==> src/rtl/sap_pkg.sv <==
// Shared definitions for the SAP-1+ datapath and controller: opcodes,
// control-strobe bit positions, bus source select and the flags payload.
package sap_pkg;

  localparam int unsigned SAP_DATA_WIDTH = 8;
  localparam int unsigned SAP_ADDR_WIDTH = 4;
  localparam int unsigned SAP_OP_WIDTH   = SAP_DATA_WIDTH - SAP_ADDR_WIDTH;
  localparam int unsigned SAP_CTL_WIDTH  = 16;

  localparam logic [SAP_OP_WIDTH-1:0] OP_NOP = 4'h0;
  localparam logic [SAP_OP_WIDTH-1:0] OP_LDA = 4'h1;
  localparam logic [SAP_OP_WIDTH-1:0] OP_ADD = 4'h2;
  localparam logic [SAP_OP_WIDTH-1:0] OP_SUB = 4'h3;
  localparam logic [SAP_OP_WIDTH-1:0] OP_STA = 4'h4;
  localparam logic [SAP_OP_WIDTH-1:0] OP_LDI = 4'h5;
  localparam logic [SAP_OP_WIDTH-1:0] OP_JMP = 4'h6;
  localparam logic [SAP_OP_WIDTH-1:0] OP_JC  = 4'h7;
  localparam logic [SAP_OP_WIDTH-1:0] OP_JZ  = 4'h8;
  localparam logic [SAP_OP_WIDTH-1:0] OP_OUT = 4'he;
  localparam logic [SAP_OP_WIDTH-1:0] OP_HLT = 4'hf;

  // Bit positions of the controller's 16-bit control word
  localparam int unsigned CTL_HLT = 15;
  localparam int unsigned CTL_MI  = 14;
  localparam int unsigned CTL_RI  = 13;
  localparam int unsigned CTL_RO  = 12;
  localparam int unsigned CTL_IO  = 11;
  localparam int unsigned CTL_II  = 10;
  localparam int unsigned CTL_AI  = 9;
  localparam int unsigned CTL_AO  = 8;
  localparam int unsigned CTL_EO  = 7;
  localparam int unsigned CTL_SU  = 6;
  localparam int unsigned CTL_BI  = 5;
  localparam int unsigned CTL_OI  = 4;
  localparam int unsigned CTL_CE  = 3;
  localparam int unsigned CTL_CO  = 2;
  localparam int unsigned CTL_J   = 1;
  localparam int unsigned CTL_FI  = 0;

  typedef enum logic [2:0] {
    BUS_NONE = 3'd0,
    BUS_IR   = 3'd1,
    BUS_RAM  = 3'd2,
    BUS_A    = 3'd3,
    BUS_ALU  = 3'd4,
    BUS_PC   = 3'd5
  } bus_src_e;

  typedef struct packed {
    logic carry;
    logic zero;
  } sap_flags_t;

endpackage

==> src/rtl/sap_alu.sv <==
// Combinational add/subtract unit for the SAP-1+ datapath; subtract is A + ~B + 1.
module sap_alu
  import sap_pkg::*;
#(
  parameter int unsigned DATA_WIDTH = SAP_DATA_WIDTH
) (
  input  logic [DATA_WIDTH-1:0] a,
  input  logic [DATA_WIDTH-1:0] b,
  input  logic                  subtract,
  output logic [DATA_WIDTH-1:0] result_c,
  output logic                  carry_c,
  output logic                  zero_c
);

  logic [DATA_WIDTH-1:0] b_operand_c;
  logic [DATA_WIDTH:0]   sum_c;

  always_comb begin
    b_operand_c = subtract ? ~b : b;
    sum_c       = {1'b0, a} + {1'b0, b_operand_c} + (DATA_WIDTH+1)'(subtract);
    result_c    = sum_c[DATA_WIDTH-1:0];
    carry_c     = sum_c[DATA_WIDTH];
    zero_c      = (result_c == '0);
  end

endmodule

==> src/rtl/sap_datapath.sv <==
// SAP-1+ datapath: shared bus, A/B, ALU, flags, IR, PC, MAR, RAM and output register.
// Optional multi-driver bus check is enabled with the SAP_BUS_CHECK_EN macro.
module sap_datapath
  import sap_pkg::*;
#(
  parameter int unsigned DATA_WIDTH = SAP_DATA_WIDTH,
  parameter int unsigned ADDR_WIDTH = SAP_ADDR_WIDTH
) (
  input  logic                             i_clock,
  input  logic                             i_reset,
  input  logic                             i_halt,
  input  logic                             i_memory_address_in,
  input  logic                             i_ram_in,
  input  logic                             i_ram_out,
  input  logic                             i_instruction_in,
  input  logic                             i_instruction_out,
  input  logic                             i_register_a_in,
  input  logic                             i_register_a_out,
  input  logic                             i_alu_out,
  input  logic                             i_alu_subtract,
  input  logic                             i_register_b_in,
  input  logic                             i_register_output_in,
  input  logic                             i_program_counter_increment,
  input  logic                             i_program_counter_out,
  input  logic                             i_program_counter_jump,
  input  logic                             i_register_flags_in,
  input  logic                             i_prog_we,
  input  logic [ADDR_WIDTH-1:0]            i_prog_addr,
  input  logic [DATA_WIDTH-1:0]            i_prog_data,
  output logic [DATA_WIDTH-ADDR_WIDTH-1:0] o_opcode,
  output logic                             o_flag_overflow,
  output logic                             o_flag_zero,
  output logic [DATA_WIDTH-1:0]            o_out,
  output logic [DATA_WIDTH-1:0]            o_bus,
  output logic [ADDR_WIDTH-1:0]            o_pc,
  output logic                             o_bus_conflict
);

  localparam int unsigned RAM_DEPTH = 2 ** ADDR_WIDTH;

  logic [DATA_WIDTH-1:0] reg_a;
  logic [DATA_WIDTH-1:0] reg_b;
  logic [DATA_WIDTH-1:0] reg_ir;
  logic [DATA_WIDTH-1:0] reg_out;
  logic [ADDR_WIDTH-1:0] pc;
  logic [ADDR_WIDTH-1:0] mar;
  sap_flags_t            flags;
  logic [DATA_WIDTH-1:0] ram [RAM_DEPTH];

  bus_src_e              bus_src_c;
  logic [DATA_WIDTH-1:0] bus_c;
  logic [DATA_WIDTH-1:0] ram_rdata_c;
  logic [DATA_WIDTH-1:0] alu_result_c;
  logic                  alu_carry_c;
  logic                  alu_zero_c;

  sap_alu #(
    .DATA_WIDTH (DATA_WIDTH)
  ) u_alu (
    .a        (reg_a),
    .b        (reg_b),
    .subtract (i_alu_subtract),
    .result_c (alu_result_c),
    .carry_c  (alu_carry_c),
    .zero_c   (alu_zero_c)
  );

  assign ram_rdata_c = ram[mar];

  // Fixed-priority bus driver select; lower-priority drivers are ignored
  always_comb begin
    bus_src_c = BUS_NONE;
    if (i_instruction_out) begin
      bus_src_c = BUS_IR;
    end else if (i_ram_out) begin
      bus_src_c = BUS_RAM;
    end else if (i_register_a_out) begin
      bus_src_c = BUS_A;
    end else if (i_alu_out) begin
      bus_src_c = BUS_ALU;
    end else if (i_program_counter_out) begin
      bus_src_c = BUS_PC;
    end
  end

  always_comb begin
    bus_c = '0;
    unique case (bus_src_c)
      BUS_IR:  bus_c = DATA_WIDTH'(reg_ir[ADDR_WIDTH-1:0]);
      BUS_RAM: bus_c = ram_rdata_c;
      BUS_A:   bus_c = reg_a;
      BUS_ALU: bus_c = alu_result_c;
      BUS_PC:  bus_c = DATA_WIDTH'(pc);
      default: bus_c = '0;
    endcase
  end

  // Register file, flags and PC; halt freezes everything here
  always_ff @(posedge i_clock) begin
    if (i_reset) begin
      reg_a   <= '0;
      reg_b   <= '0;
      reg_ir  <= '0;
      reg_out <= '0;
      pc      <= '0;
      mar     <= '0;
      flags   <= '0;
    end else if (!i_halt) begin
      if (i_register_a_in)      reg_a   <= bus_c;
      if (i_register_b_in)      reg_b   <= bus_c;
      if (i_instruction_in)     reg_ir  <= bus_c;
      if (i_register_output_in) reg_out <= bus_c;
      if (i_memory_address_in)  mar     <= bus_c[ADDR_WIDTH-1:0];
      if (i_register_flags_in) begin
        flags.carry <= alu_carry_c;
        flags.zero  <= alu_zero_c;
      end
      if (i_program_counter_jump) begin
        pc <= bus_c[ADDR_WIDTH-1:0];
      end else if (i_program_counter_increment) begin
        pc <= pc + ADDR_WIDTH'(1);
      end
    end
  end

  // RAM is not reset; the load port wins over a bus write and works during halt
  always_ff @(posedge i_clock) begin
    if (!i_reset) begin
      if (i_prog_we) begin
        ram[i_prog_addr] <= i_prog_data;
      end else if (i_ram_in && !i_halt) begin
        ram[mar] <= bus_c;
      end
    end
  end

`ifdef SAP_BUS_CHECK_EN
  logic [4:0] bus_drivers_c;
  logic       bus_conflict;

  assign bus_drivers_c = {i_instruction_out, i_ram_out, i_register_a_out,
                          i_alu_out, i_program_counter_out};

  always_ff @(posedge i_clock) begin
    if (i_reset) begin
      bus_conflict <= 1'b0;
    end else if ($countones(bus_drivers_c) > 1) begin
      bus_conflict <= 1'b1;
      $display("ERROR: bus conflict, drivers {io,ro,ao,eo,co} = %b", bus_drivers_c);
    end
  end

  assign o_bus_conflict = bus_conflict;
`else
  assign o_bus_conflict = 1'b0;
`endif

  assign o_opcode        = reg_ir[DATA_WIDTH-1:ADDR_WIDTH];
  assign o_flag_overflow = flags.carry;
  assign o_flag_zero     = flags.zero;
  assign o_out           = reg_out;
  assign o_pc            = pc;
  assign o_bus           = bus_c;

endmodule
==> config.mk <==
export PLATFORM = sky130hd
export DESIGN_NAME = sap_datapath
export DESIGN_NICKNAME = d
export VERILOG_FILES = /design/src/rtl/sap_pkg.sv /design/src/rtl/sap_alu.sv /design/src/rtl/sap_datapath.sv
export SDC_FILE = /design/constraint.sdc
export NUM_CORES = 1
export LEC_CHECK = 0
export CELL_PAD_IN_SITES_DETAIL_PLACEMENT = 1
export CELL_PAD_IN_SITES_GLOBAL_PLACEMENT = 1
export CORE_UTILIZATION = 36
export CTS_CLUSTER_SIZE = 28
export DETAILED_ROUTE_END_ITERATION = 10
export GPL_TIMING_DRIVEN = 0
export PLACE_DENSITY = 0.72
export SYNTH_ARGS = -nofsm -noshare
export SYNTH_HDL_FRONTEND = slang
export SYNTH_SLANG_ARGS = --single-unit
==> constraint.sdc <==
create_clock -name i_clock -period 7.4 [get_ports i_clock]
set_clock_uncertainty 0.05 [all_clocks]
set_input_delay 2.22 -clock i_clock [delete_from_list [all_inputs] [get_ports i_clock]]
set_output_delay 2.22 -clock i_clock [all_outputs]
set_load 0.02 [all_outputs]
; Word level (Yosys, flattened, before mapping)
; Memory sizes are Yosys's and may differ from the RTL's. A register that Yosys moved wholly into a read port is not among the register bits.
; Cells that the tools add are included.
[totals]
word_cells = 52
ram_bits = 128
n_memories = 1
regBits = 42
[classes]
eq_ne = 5
reduce_logical = 12
n_bitwise = 2
n_addsub = 3
n_mux = 21
[mem_list]
columns = name, depth, width, rd, rd_clocked_by_memory_dff, wr, line
row1 = ram, 16, 8, 1, 1, 1, sap_datapath.sv:48  ; logic [DATA_WIDTH-1:0] ram [RAM_DEPTH];
[op_table]
columns = operator, n
row1 = 8-bit case mux with 5 select lines, 1
row2 = 4-bit two-way mux, 5
row3 = 8-bit two-way mux, 2
row4 = 3-bit two-way mux, 5
row5 = 2-bit AND reduction, 7
row6 = 8-bit by 8-bit adder with 9-bit output, 1
row7 = 9-bit by 1-bit adder with 9-bit output, 1
row8 = 8-bit logical NOT, 1
row9 = 1-bit two-way mux, 8
row10 = 8-bit inverter, 1
row11 = 8-bit OR reduction, 1
row12 = "3-bit by 2-bit equality test with 1-bit output, second input constant", 2
row13 = "3-bit equality test, second input constant", 2
row14 = "4-bit by 1-bit adder with 4-bit output, second input constant", 1
row15 = "3-bit by 1-bit equality test with 1-bit output, second input constant", 1
row16 = 2-bit nonzero test, 1
row17 = 1-bit logical AND, 1
row18 = 1-bit logical NOT, 1
row19 = 1-bit inverter, 1

; Logic depth before layout (Yosys ltp)
; Gate-level depths: netlist of the first run.
[logic_depth]
depth_word = 9
mapped_depth = 9
ltp_nobuf = 8

; Cells and area by module
; Synthesis of the first run repeated with hierarchy kept, for this count alone.
[unflattened]
cells_unflattened = 622
hier_area_um2 = 7831.3
[by_module_without_submodules]
columns = mod, instances, cells_per_inst, area_per_inst_um2
row1 = sap_datapath, 1, 566, 7398.3
row2 = sap_alu, 1, 56, 432.9

; Worst setup path before layout of the first run
; OpenSTA, ideal clock, no wires.
[synth_timing]
path_type = input to output
startpoint = input i_alu_subtract
endpoint = output o_bus[6]
path_stages = 9
required_ns = 5.130
slack_ns = 0.709
t_arrival_ns = 4.421
path_cell_list = buf_2 > mux2i_1 > inv_1 > fa_1 > a211oi_1 > o21bai_1 > and4b_1 > nor3_1 > nand2_1
[synth_via]
elab_chain_len = 4
[synth_rtl]
columns = element, line
row1 = from (decl), sap_datapath.sv:20  ; input logic i_alu_subtract,
row2 = 8-bit two-way mux, sap_alu.sv:19  ; b_operand_c = subtract ? ~b : b;
row3 = 8-bit by 8-bit adder with 9-bit output, sap_alu.sv:20  ; sum_c = {1'b0, a} + {1'b0, b_operand_c} + (DATA_WIDTH+1)'(subtract);
row4 = 9-bit by 1-bit adder with 9-bit output *, sap_alu.sv:20
row5 = 8-bit case mux with 5 select lines *, sap_datapath.sv:88  ; unique case (bus_src_c)
row6 = to (decl), sap_datapath.sv:34  ; output logic [DATA_WIDTH-1:0] o_bus,
; Mark *: on every way between the ends. The rest lies on a longest branch, timed or not.

; Worst setup path after layout of the first run
[layout_timing]
startpoint = input i_instruction_out
endpoint = output o_bus[2]
[layout_via]
elab_chain_len = 3
elab_cells_between_ends = 7
classes_between = eq/ne: 5 / mux: 2
[layout_rtl]
columns = element, line
row1 = from (decl), sap_datapath.sv:16  ; input logic i_instruction_out,
row2 = 3-bit two-way mux *, sap_datapath.sv:73  ; if (i_instruction_out) begin
row3 = 3-bit equality test (tied with other cells), sap_datapath.sv:88
row4 = 8-bit case mux with 5 select lines *, sap_datapath.sv:88
; Marks and branches as above.

==> results of run 1 <==
-- worst paths after layout --
| kind | start | endpoint | slack, ns | cells after the start |
|---|---|---|---|---|
| max | i_instruction_out | o_bus[2] | 0.14 | 7 |
| min | reg_ir[4] | reg_ir[4] | 0.45 | 2 |
| max reg2reg | reg_b[0] | ram[4][4] | 3.86 | 8 |
| min reg2reg | reg_ir[4] | reg_ir[4] | 0.45 | 2 |
-- state kept, by name, summed over array words and instances (netlist names), named ones only --
name and count:
reg_ir 8, ram 128, mar 4, o_out 8
reg_b 8, reg_a 8, o_flag_zero 1, o_flag_overflow 1
o_pc 4
-- metrics by stage --
stage / utilization (%) / cell area, sq um
after floorplan: - / 7730
after global placement: 40.9 / 8610
after detailed placement: 40.9 / 8610
after CTS: 43.7 / 9180
after global routing: 43.9 / 9220
final: 43.9 / 9220
-- area by class of cell --
class / count / area [sq um] / area share [%]
Sequential cell: 174 / 4760 / 51.7
Multi-Input combinational cell: 345 / 2790 / 30.3
Timing Repair Buffer: 53 / 531 / 5.75
Clock buffer: 17 / 425 / 4.61
Tap cell: 275 / 344 / 3.73
Buffer: 38 / 194 / 2.10
Clock inverter: 14 / 114 / 1.23
Inverter: 15 / 56.3 / 0.611
-- repair_timing --
action                     CTS  global route
buffers inserted             0             0
setup endpoints to repair    4             7
pin swaps                    0             1
gates resized for setup      5             8
-- power groups by stage --
stage / Clock (uW) / Combinational, uW / Sequential, uW
3_3_place_gp: 0 / 277 / 1110
3_5_place_dp: 0 / 289 / 1110
6_report: 831 / 296 / 1090
5_1_grt: 875 / 320 / 1090
4_1_cts: 840 / 293 / 1090
2_1_floorplan: 0 / 176 / 1110
-- cells in the final DEF (no fill, tap or decap), types with 9 or more instances in the layout --
master           netlist  routed
o21ai_0               10       9
edfxtp_1             128     128
buf_4                  9       9
nor2b_1               11      11
ha_1                   9       9
a211oi_1              29      28
nor3b_1               10      10
mux4_2                17      17
a21oi_1               13      13
clkbuf_1              15      15
a311oi_1              10      10
nand2_1               19      19
clkbuf_16              0      17
clkdlybuf4s50_1        0      53
inv_1                 15      15
dfxtp_1               46      46
nor2_1                79      79
mux2i_1               18      17
xor2_1                10      10
-- per-layer routing --
layer / up-vias / global-route usage [%] / share of wire (%)
met1: 2687 / 24.7 / 41
met2: 152 / 35.5 / 52
met4: 0 / 8.97 / 2.9
met5: - / 0 / 0
li1: 2346 / - / -
met3: 45 / 4.42 / 4.6
-- kinds of logic after synthesis --
group           share of synthesized area, %
flops                                   61.6
buf+inv                                 3.24
compound gates                          10.6
xor+xnor                                1.36
other cells                           0.0485
fa+ha+maj                               1.71
simple gates                            10.9
mux                                     10.5
-- cells in the mapped netlist, types with 9 or more instances --
cell,n
a211oi_1,29
a21oi_1,13
a311oi_1,10
a31oi_1,9
buf_4,9
clkbuf_1,15
dfxtp_1,46
edfxtp_1,128
ha_1,9
inv_1,15
mux2i_1,18
mux4_2,17
nand2_1,19
nor2_1,79
nor2b_1,11
nor3b_1,10
o21ai_0,10
xor2_1,10
-- worst max-delay path, delay by kind of cell --
family | cells | cell delay (ns)
simple gates | 1 | 0.49
compound gates | 2 | 0.52
buf+inv | 4 | 1.75
==> results.sh, run 1 <==
export IMPL_netlist_instances=572
export IMPL_maxSlewViolCount=0
export IMPL_rsz_0062_raised_after_global_routing="false"
export IMPL_numCtsBuffers=17
export IMPL_p_clk_share_pct=37.4
export IMPL_global_route_wire_length_before_repair_um=33000
export IMPL_core_rowCount=53
export IMPL_number_of_remaining_drc_errors=0
export IMPL_min_path_type="reg -> reg"
export IMPL_finalHoldViolCount=0
export IMPL_floorplan_die_height_um=149
export IMPL_highest_attainable_clock_frequency_ghz=0.138
export IMPL_die_area_sq_um=22100
export IMPL_layout_min_cycle_time_ns=7.26
export IMPL_cts_root_to_sink_buffers=2
export IMPL_yosys_top_cells_area="edfxtp_1 50%, dfxtp_1 12%, mux4_2 5.0%"
export IMPL_hold_slack_ns=0.450
export IMPL_detailroute_via_count=5230
export IMPL_place_ws_ns=-0.351
export IMPL_synth_enable_flop_cells=128
export IMPL_sequential_to_total_area_share_from_yosys_stat_pct=61.6
export IMPL_power_share_sequential_pct=49.2
export IMPL_crit_path_cell_trace="clkdlybuf4s50_1, clkbuf_1, o21ai_0, a221o_1, nor3_4, inv_1, clkdlybuf4s50_1"
export IMPL_die_width_um=149
export IMPL_critical_path_peak_fanout=10
export IMPL_groute_usage_overall_pct=20.6
export IMPL_required_ns=5.13
export IMPL_top_level_ports=58
export IMPL_worst_endpoint_arrival_ns=4.99
export IMPL_layout_drive_gt1_share_pct=14.0
export IMPL_summed_negative_setup_slack_over_all_endpoints_ns=0
export IMPL_post_synth_instance_area_sq_um=7730
export IMPL_detailed_place_hpwl_um=15300
export IMPL_critical_path_startpoint_type="primary input"
export IMPL_tightest_slew_ns=1.33
export IMPL_wl_per_cell_um=23.1
export IMPL_post_place_cells=900
export IMPL_p_comb_share_pct=13.3
export IMPL_detailedRoute_firstIterationViolations=312
export IMPL_timing_final_crit_share_pct=98.1
export IMPL_fillCellCount=2148
export IMPL_synth_cell_type_count=65
export IMPL_synth_warnings=0
export IMPL_routabilityCongestion=0.878
export IMPL_slowest_delay_ns=0.70
export IMPL_area_growth_pct=19.2
export IMPL_grt_remaining_overflow=0
export IMPL_slowest_stage="clkdlybuf4s50_1"
export IMPL_nets=685
export IMPL_start_util_pct=36.8
export IMPL_instances_no_fill=931
export IMPL_postSynth_asyncResetShare_pct=0
export IMPL_cts_tree="done"
export IMPL_antenna_found_initial=0
export IMPL_worst_setup_hold_path_clk_slew_ns=0.07
export IMPL_drt_vias_per_instance=5.62
export IMPL_grt_max_degree=17
export IMPL_floorplan_core_area_sq_um=21000
export IMPL_end_kind="output port"
export IMPL_internal_power_uw=1630
export IMPL_synth_seq_cells=174
export IMPL_setup_viol=0
export IMPL_cts_sink_count=174
export IMPL_netSwitchingFraction_pct=26.7
export IMPL_cts_root_buffer_cell="clkbuf_16"
export IMPL_ir_worst_vdd_uv=150
export IMPL_synth_ff_type="edfxtp_1"
export IMPL_cap_violations=0
export IMPL_power_uw=2220
export IMPL_ctsHoldBuffers=0
export IMPL_number_of_buffers_added_on_ports=53
export IMPL_max_slew_margin_pct=11.2
export IMPL_critical_path_most_common_cell="clkdlybuf4s50_1"
export IMPL_mean_syn_cell_area_sq_um=13.5
export IMPL_syn_num_nets=613
export IMPL_via_count_of_the_first_global_routing_pass=5521
export IMPL_netlist_area_leader_share_pct=49.7
export IMPL_power_switching_uw=592
export IMPL_ant_nets=0
export IMPL_clk_insertion_delay_late_ns=0.43
export IMPL_detail_route_first_pass_iterations=4
export IMPL_cts_htree_levels=4
export IMPL_detail_route_wirelength_um=21500
export IMPL_static_leakage_power_uw=0.00305
export IMPL_status="completed"
export IMPL_worst_setup_path_type="in -> out"
export IMPL_setup_slack_ns=0.144
export IMPL_powerDensity_nw_per_um2=241
export IMPL_antenna_cells_inserted=0
export IMPL_synth_largest_area_cell="edfxtp_1"
Power figures use the tool's default switching activity.
==> run 2: changes to the inputs <==
- SKIP_LAST_GASP: not set -> 1
==> run 2 against run 1 <==
Against the previous run: non-clock buffer count up 1; final cell count rose by 0.11%; critical path depth increased by 3; sequential power hardly changed; register-to-register slack got worse by 0.21 ns; clock-buffer cell count stayed put; routed wire length increased by 0.27%; maximum frequency is 1.3% lower; combinational power about the same; hold slack about the same; sequential cell count unchanged; cell area barely moved; critical endpoint is now o_bus[6]; largest cell class unchanged.
==> results.sh, run 2 (synthesis gave the netlist of run 1 again) <==
export IMPL_critical_path_reg2reg_startpoint="reg_b[0]"
export IMPL_detail_route_first_pass_iterations=4
export IMPL_max_slew_margin_pct=11.5
export IMPL_layout_min_cycle_time_ns=7.35
export IMPL_critical_path_startpoint_type="primary input"
export IMPL_placed_cell_area_sq_um=8610
export IMPL_detail_route_wirelength_um=21500
export IMPL_utilization_pct=43.9
export IMPL_numCtsBuffers=17
export IMPL_detailedRoute_firstIterationViolations=289
export IMPL_worst_endpoint_arrival_ns=5.08
export IMPL_grt_max_degree=17
export IMPL_worst_r2r_path_depth=9
export IMPL_worst_setup_path_type="in -> out"
export IMPL_layout_drive_gt1_share_pct=14.0
export IMPL_cts_root_to_sink_buffers=2
export IMPL_endpoint="o_bus[6]"
export IMPL_rr_endpoint="ram[4][4]"
export IMPL_ir_worst_vdd_uv=150
export IMPL_core_rowCount=53
export IMPL_internal_power_uw=1630
export IMPL_floorplan_die_height_um=149
export IMPL_min_path_type="reg -> reg"
export IMPL_finalHoldViolCount=0
export IMPL_static_leakage_power_uw=0.00306
export IMPL_floorplan_core_area_sq_um=21000
export IMPL_number_of_buffers_added_on_ports=53
export IMPL_highest_attainable_clock_frequency_ghz=0.136
export IMPL_detailed_place_hpwl_um=15300
export IMPL_detailroute_via_count=5243
export IMPL_cts_root_buffer_cell="clkbuf_16"
export IMPL_cp_startpoint="i_alu_subtract"
export IMPL_start_util_pct=36.8
export IMPL_number_of_remaining_drc_errors=0
export IMPL_top_level_ports=58
export IMPL_powerDensity_nw_per_um2=241
export IMPL_grt_remaining_overflow=0
export IMPL_timing_final_crit_share_pct=99.4
export IMPL_global_route_wire_length_before_repair_um=33000
export IMPL_required_ns=5.13
export IMPL_p_clk_share_pct=37.5
export IMPL_layout_commonest_cell="edfxtp_1"
export IMPL_rsz_0062_raised_after_global_routing="true"
export IMPL_min_path_cells=2
export IMPL_worst_setup_hold_path_clk_slew_ns=0.07
export IMPL_ctsHoldBuffers=0
export IMPL_post_place_cells=900
export IMPL_nets=686
export IMPL_summed_negative_setup_slack_over_all_endpoints_ns=0
export IMPL_status="completed"
export IMPL_critical_path_peak_fanout=8
export IMPL_power_switching_uw=592
export IMPL_power_share_sequential_pct=49.2
export IMPL_setup_viol=0
export IMPL_clk_insertion_delay_late_ns=0.43
export IMPL_end_kind="output port"
export IMPL_die_area_sq_um=22100
export IMPL_largest_register_by_flop_count="ram"
export IMPL_cap_violations=0
export IMPL_via_count_of_the_first_global_routing_pass=5521
export IMPL_ant_nets=0
export IMPL_wl_per_cell_um=23.1
export IMPL_design_area_sq_um=9220
export IMPL_groute_usage_overall_pct=20.6
export IMPL_maxSlewViolCount=0
export IMPL_cts_sink_count=174
export IMPL_drt_vias_per_instance=5.63
export IMPL_fillCellCount=2148
export IMPL_antenna_found_initial=0
export IMPL_p_comb_share_pct=13.4
export IMPL_layout_common_cells="128 x edfxtp_1, 79 x nor2_1, 53 x clkdlybuf4s50_1"
export IMPL_antenna_cells_inserted=0
export IMPL_netSwitchingFraction_pct=26.7
export IMPL_instances_no_fill=932
export IMPL_tightest_slew_ns=1.33
export IMPL_r2r_slack_ns=3.65
export IMPL_cts_tree="done"
export IMPL_die_width_um=149
export IMPL_flip_flop_count_of_the_largest_register_after_layout=128
export IMPL_routabilityCongestion=0.878
export IMPL_hold_slack_ns=0.450
export IMPL_cts_htree_levels=4
export IMPL_area_growth_pct=19.3
run 2: worst max-delay path, cell delays in order:
cell and delay (ns):
buf_2 0.18, mux2i_2 0.27, inv_1 0.10, fa_1 0.45
a211oi_1 0.38, o21bai_1 0.19, and4b_1 0.29, nor3_4 0.33
nand2_1 0.10, clkdlybuf4s50_1 0.56
run 2: how the worst min path moves through the flow:
| stage | startpoint | end | slack (ns) |
|---|---|---|---|
| floorplan | reg_ir[6] | reg_ir[6] | 0.43 |
| global placement | reg_ir[4] | reg_ir[4] | 0.44 |
| detailed placement | reg_ir[5] | reg_ir[5] | 0.45 |
| CTS | reg_ir[5] | reg_ir[5] | 0.46 |
| global route | reg_ir[5] | reg_ir[5] | 0.47 |
| finish | reg_ir[4] | reg_ir[4] | 0.45 |
run 2: area by class of cell:
class                           instances  area [sq um]  share of cell area (%)
Tap cell                              275           344                    3.73
Clock buffer                           17           425                    4.61
Sequential cell                       174          4760                    51.7
Clock inverter                         14           114                    1.23
Timing Repair Buffer                   54           538                    5.83
Multi-Input combinational cell        345          2790                    30.2
Inverter                               15          56.3                   0.610
Buffer                                 38           194                    2.10
run 2: routing by layer:
layer	global-route usage (%)	routed length [um]	vias to the layer above
met5	0	0	-
met3	4.42	1010	48
li1	-	-	2350
met4	8.97	680	0
met1	24.7	8790	2698
met2	35.5	11000	147
run 2: metrics by stage:
step | setup slack [ns] | total power (uW)
5_1_grt | -0.161 | 2290
3_3_place_gp | -0.248 | 1390
3_5_place_dp | -0.351 | 1400
6_report | 0.0461 | 2220
4_1_cts | -0.0870 | 2220
2_1_floorplan | 0.709 | 1290
run 2: repair_timing:
action                                  CTS  global route
buffers inserted                          0             1
endpoints found under the setup margin    4             7
gates resized for setup                   4             8
hold endpoints to repair                  0             0
pin swaps                                 0             1
run 2: power by group through the flow:
stage / registers, uW / clock network [uW] / logic [uW]
final: 1090 / 831 / 296
after global routing: 1090 / 875 / 320
after CTS: 1090 / 840 / 292
after detailed placement: 1110 / 0 / 289
after global placement: 1110 / 0 / 277
after floorplan: 1110 / 0 / 176
==> run 3: changes to the inputs <==
--- a/config.mk
+++ b/config.mk
@@ -8,11 +8,13 @@
 export CELL_PAD_IN_SITES_DETAIL_PLACEMENT = 1
 export CELL_PAD_IN_SITES_GLOBAL_PLACEMENT = 1
+export CORE_ASPECT_RATIO = 0.9
 export CORE_UTILIZATION = 36
 export CTS_CLUSTER_SIZE = 28
 export DETAILED_ROUTE_END_ITERATION = 10
 export GPL_TIMING_DRIVEN = 0
-export PLACE_DENSITY = 0.72
+export PLACE_DENSITY = 0.73
 export SKIP_LAST_GASP = 1
 export SYNTH_ARGS = -nofsm -noshare
 export SYNTH_HDL_FRONTEND = slang
+export SYNTH_HIERARCHICAL = 1
 export SYNTH_SLANG_ARGS = --single-unit
--- a/constraint.sdc
+++ b/constraint.sdc
@@ -3,3 +3,3 @@
 set_input_delay 2.22 -clock i_clock [delete_from_list [all_inputs] [get_ports i_clock]]
 set_output_delay 2.22 -clock i_clock [all_outputs]
-set_load 0.02 [all_outputs]
+set_load 0.05 [all_outputs]
==> run 3 against run 2 <==
Against the previous run: sequential cell count did not move; sequential power is essentially flat; critical path depth is 2 higher; hold slack lost 0.0058 ns; combinational power is 2% higher; routed wire length rose by 0.35%; area after synthesis up 1.3%; largest cell class unchanged; highest routed layer unchanged.
==> results.sh, run 3 <==
export IMPL_status="completed"
export IMPL_floorplan_core_area_sq_um=21100
export IMPL_hold_path_endpoint="o_out[7]"
export IMPL_groute_usage_overall_pct=20.2
export IMPL_setup_slack_ns=0.0590
export IMPL_max_slew_margin_pct=32.5
export IMPL_cap_violations=0
export IMPL_p_clk_share_pct=39.4
export IMPL_worst_setup_path_type="in -> out"
export IMPL_r2r_slack_ns=3.69
export IMPL_die_area_sq_um=22300
export IMPL_ant_nets=0
export IMPL_critical_path_reg2reg_startpoint="reg_b[0]"
export IMPL_p_comb_share_pct=13.2
export IMPL_synth_enable_flop_cells=128
export IMPL_detailedRoute_firstIterationViolations=394
export IMPL_min_path_cells=2
export IMPL_synth_seq_cells=174
export IMPL_grt_max_degree=17
export IMPL_drt_vias_per_instance=5.38
export IMPL_power_share_sequential_pct=47.4
export IMPL_floorplan_die_height_um=142
export IMPL_detailed_place_hpwl_um=15300
export IMPL_layout_min_cycle_time_ns=7.34
export IMPL_number_of_buffers_added_on_ports=53
export IMPL_yosys_top_cells_area="edfxtp_1 49%, dfxtp_1 12%, mux2i_1 8.4%"
export IMPL_core_rowCount=50
export IMPL_cts_sink_count=174
export IMPL_timing_final_crit_share_pct=99.2
export IMPL_met3_layer_wire_length_in_the_routed_design_um=1050
export IMPL_internal_power_uw=1690
export IMPL_highest_attainable_clock_frequency_ghz=0.136
export IMPL_layout_common_cells="128 x edfxtp_1, 66 x mux2i_1, 64 x nor2_1"
export IMPL_min_path_type="reg -> reg"
export IMPL_ir_worst_vdd_uv=151
export IMPL_antenna_found_initial=0
export IMPL_critical_path_startpoint_type="primary input"
export IMPL_number_of_remaining_drc_errors=0
export IMPL_worst_endpoint_arrival_ns=5.07
export IMPL_cts_tree="done"
export IMPL_detailroute_wirelength_met2_um=10300
export IMPL_worst_setup_hold_path_clk_slew_ns=0.07
export IMPL_netlist_instances=622
export IMPL_power_uw=2290
export IMPL_netlist_area_leader_share_pct=49.1
export IMPL_critical_path_peak_fanout=8
export IMPL_wl_per_cell_um=21.6
export IMPL_instances_no_fill=1000
export IMPL_rr_endpoint="ram[7][4]"
export IMPL_synth_ff_type="edfxtp_1"
export IMPL_top_routing_layer_in_use="met4"
export IMPL_netSwitchingFraction_pct=25.9
export IMPL_global_route_wire_length_before_repair_um=33100
export IMPL_setup_viol=0
export IMPL_power_switching_uw=593
export IMPL_post_synth_most_frequent_cells="128 x edfxtp_1, 66 x mux2i_1, 64 x nor2_1, 46 x dfxtp_1, 34 x nand2_1"
export IMPL_mean_syn_cell_area_sq_um=12.6
export IMPL_layout_commonest_cell="edfxtp_1"
export IMPL_synth_largest_area_cell="edfxtp_1"
export IMPL_post_place_cells=964
export IMPL_antenna_cells_inserted=0
export IMPL_nets=741
export IMPL_total_area_of_multi_input_combinational_cells_sq_um=2870
export IMPL_worst_r2r_path_depth=10
export IMPL_synth_warnings=6
export IMPL_static_leakage_power_uw=0.00318
export IMPL_place_ws_ns=-0.681
export IMPL_grt_remaining_overflow=0
export IMPL_final_seq_area_sq_um=4760
export IMPL_routabilityCongestion=0.830
export IMPL_cts_root_buffer_cell="clkbuf_16"
export IMPL_die_width_um=157
export IMPL_top_level_ports=58
export IMPL_required_ns=5.13
export IMPL_end_kind="output port"
export IMPL_area_growth_pct=20.1
export IMPL_layout_drive_gt1_share_pct=12.7
export IMPL_tightest_slew_ns=1.01
export IMPL_flip_flop_count_of_the_largest_register_after_layout=128
export IMPL_synth_cell_type_count=65
export IMPL_finalHoldViolCount=0
export IMPL_sequential_to_total_area_share_from_yosys_stat_pct=60.8
export IMPL_largest_register_by_flop_count="ram"
export IMPL_detailroute_via_count=5380
export IMPL_cts_htree_levels=4
export IMPL_powerDensity_nw_per_um2=243
export IMPL_via_count_of_the_first_global_routing_pass=5675
export IMPL_clk_insertion_delay_late_ns=0.43
export IMPL_syn_num_nets=662
export IMPL_numCtsBuffers=17
export IMPL_wl_met1_um=9940
export IMPL_maxSlewViolCount=0
export IMPL_detail_route_wirelength_um=21600
export IMPL_postSynth_asyncResetShare_pct=0
export IMPL_holdCritStartpoint="o_out[7]"
export IMPL_cts_root_to_sink_buffers=2
export IMPL_design_area_sq_um=9400
export IMPL_fillCellCount=2227
export IMPL_yosysMostFrequentCell="edfxtp_1"
export IMPL_placed_cell_area_sq_um=8760
export IMPL_detail_route_first_pass_iterations=4
export IMPL_post_synth_instance_area_sq_um=7830
export IMPL_start_util_pct=37.1
export IMPL_rsz_0062_raised_after_global_routing="false"
## run 3: stage by stage
| stage | hold slack (ns) | TNS, ns | utilization [%] |
|---|---|---|---|
| 6_report | 0.444 | 0 | 44.6 |
| 2_1_floorplan | 0.415 | 0 | - |
| 5_1_grt | 0.483 | 0 | 44.6 |
| 3_5_place_dp | 0.438 | -2.05 | 41.6 |
| 4_1_cts | 0.451 | -0.201 | 44.5 |
| 3_3_place_gp | 0.431 | -1.46 | 41.4 |
## run 3: cell families after synthesis
| group | Yosys count | synth area share (%) |
|---|---|---|
| xor gates and xnor gates | 12 | 1.34 |
| DFF | 174 | 60.8 |
| buffers and inverters | 48 | 3.34 |
| other | 1 | 0.0479 |
| muxes | 69 | 8.87 |
| and+or+nand+nor | 185 | 12.7 |
| AOI/OAI and AO/OA | 124 | 11.3 |
| adders and majority gates | 9 | 1.53 |
## run 3: how the worst max path moves through the flow
stage,start,end
final,i_alu_subtract,o_bus[3]
after global routing,i_alu_subtract,o_bus[3]
after CTS,i_alu_subtract,o_bus[7]
after detailed placement,i_alu_subtract,o_bus[7]
after global placement,i_alu_subtract,o_bus[7]
after floorplan,i_alu_subtract,o_bus[6]
## run 3: power groups by stage
stage / logic (uW) / registers [uW] / clock network, uW
4_1_cts: 298 / 1080 / 909
6_report: 303 / 1080 / 901
3_5_place_dp: 293 / 1110 / 0
2_1_floorplan: 181 / 1110 / 0
3_3_place_gp: 281 / 1100 / 0
5_1_grt: 323 / 1090 / 946
## run 3: layer usage
| layer | global-route usage [%] | up-vias |
|---|---|---|
| li1 | - | 2491 |
| met1 | 26.7 | 2742 |
| met2 | 32.3 | 124 |
| met3 | 4.86 | 23 |
| met4 | 6.59 | 0 |
| met5 | 0 | - |
## run 3: layout make-up
| class | count | area share [%] |
|---|---|---|
| repair buffers | 60 | 5.97 |
| flip-flops and latches | 174 | 50.7 |
| well taps | 286 | 3.81 |
| clock buffers | 21 | 5.24 |
| inverters | 10 | 0.399 |
| multi-input cells | 400 | 30.5 |
| plain buffers | 38 | 2.38 |
| clock inverters | 11 | 1.04 |
## run 3: repair_timing
item / 4_1_cts / 5_1_grt
pin swaps: 2 / 1
buffers inserted: 1 / 2
hold buffers: 0 / 0
endpoints found under the setup margin: 6 / 4
gates resized for setup: 11 / 10
hold endpoints to repair: 0 / 0
## run 3: worst max-delay path, stage by stage
cell and delay, ns:
buf_4 0.16, xor2_1 0.17, ha_1 0.36, a21oi_1 0.22, o21ai_0 0.15, xor2_1 0.22, nor4bb_1 0.44, a221oi_1 0.16
and3_1 0.18, buf_2 0.19, inv_1 0.07, dlygate4sd2_1 0.52
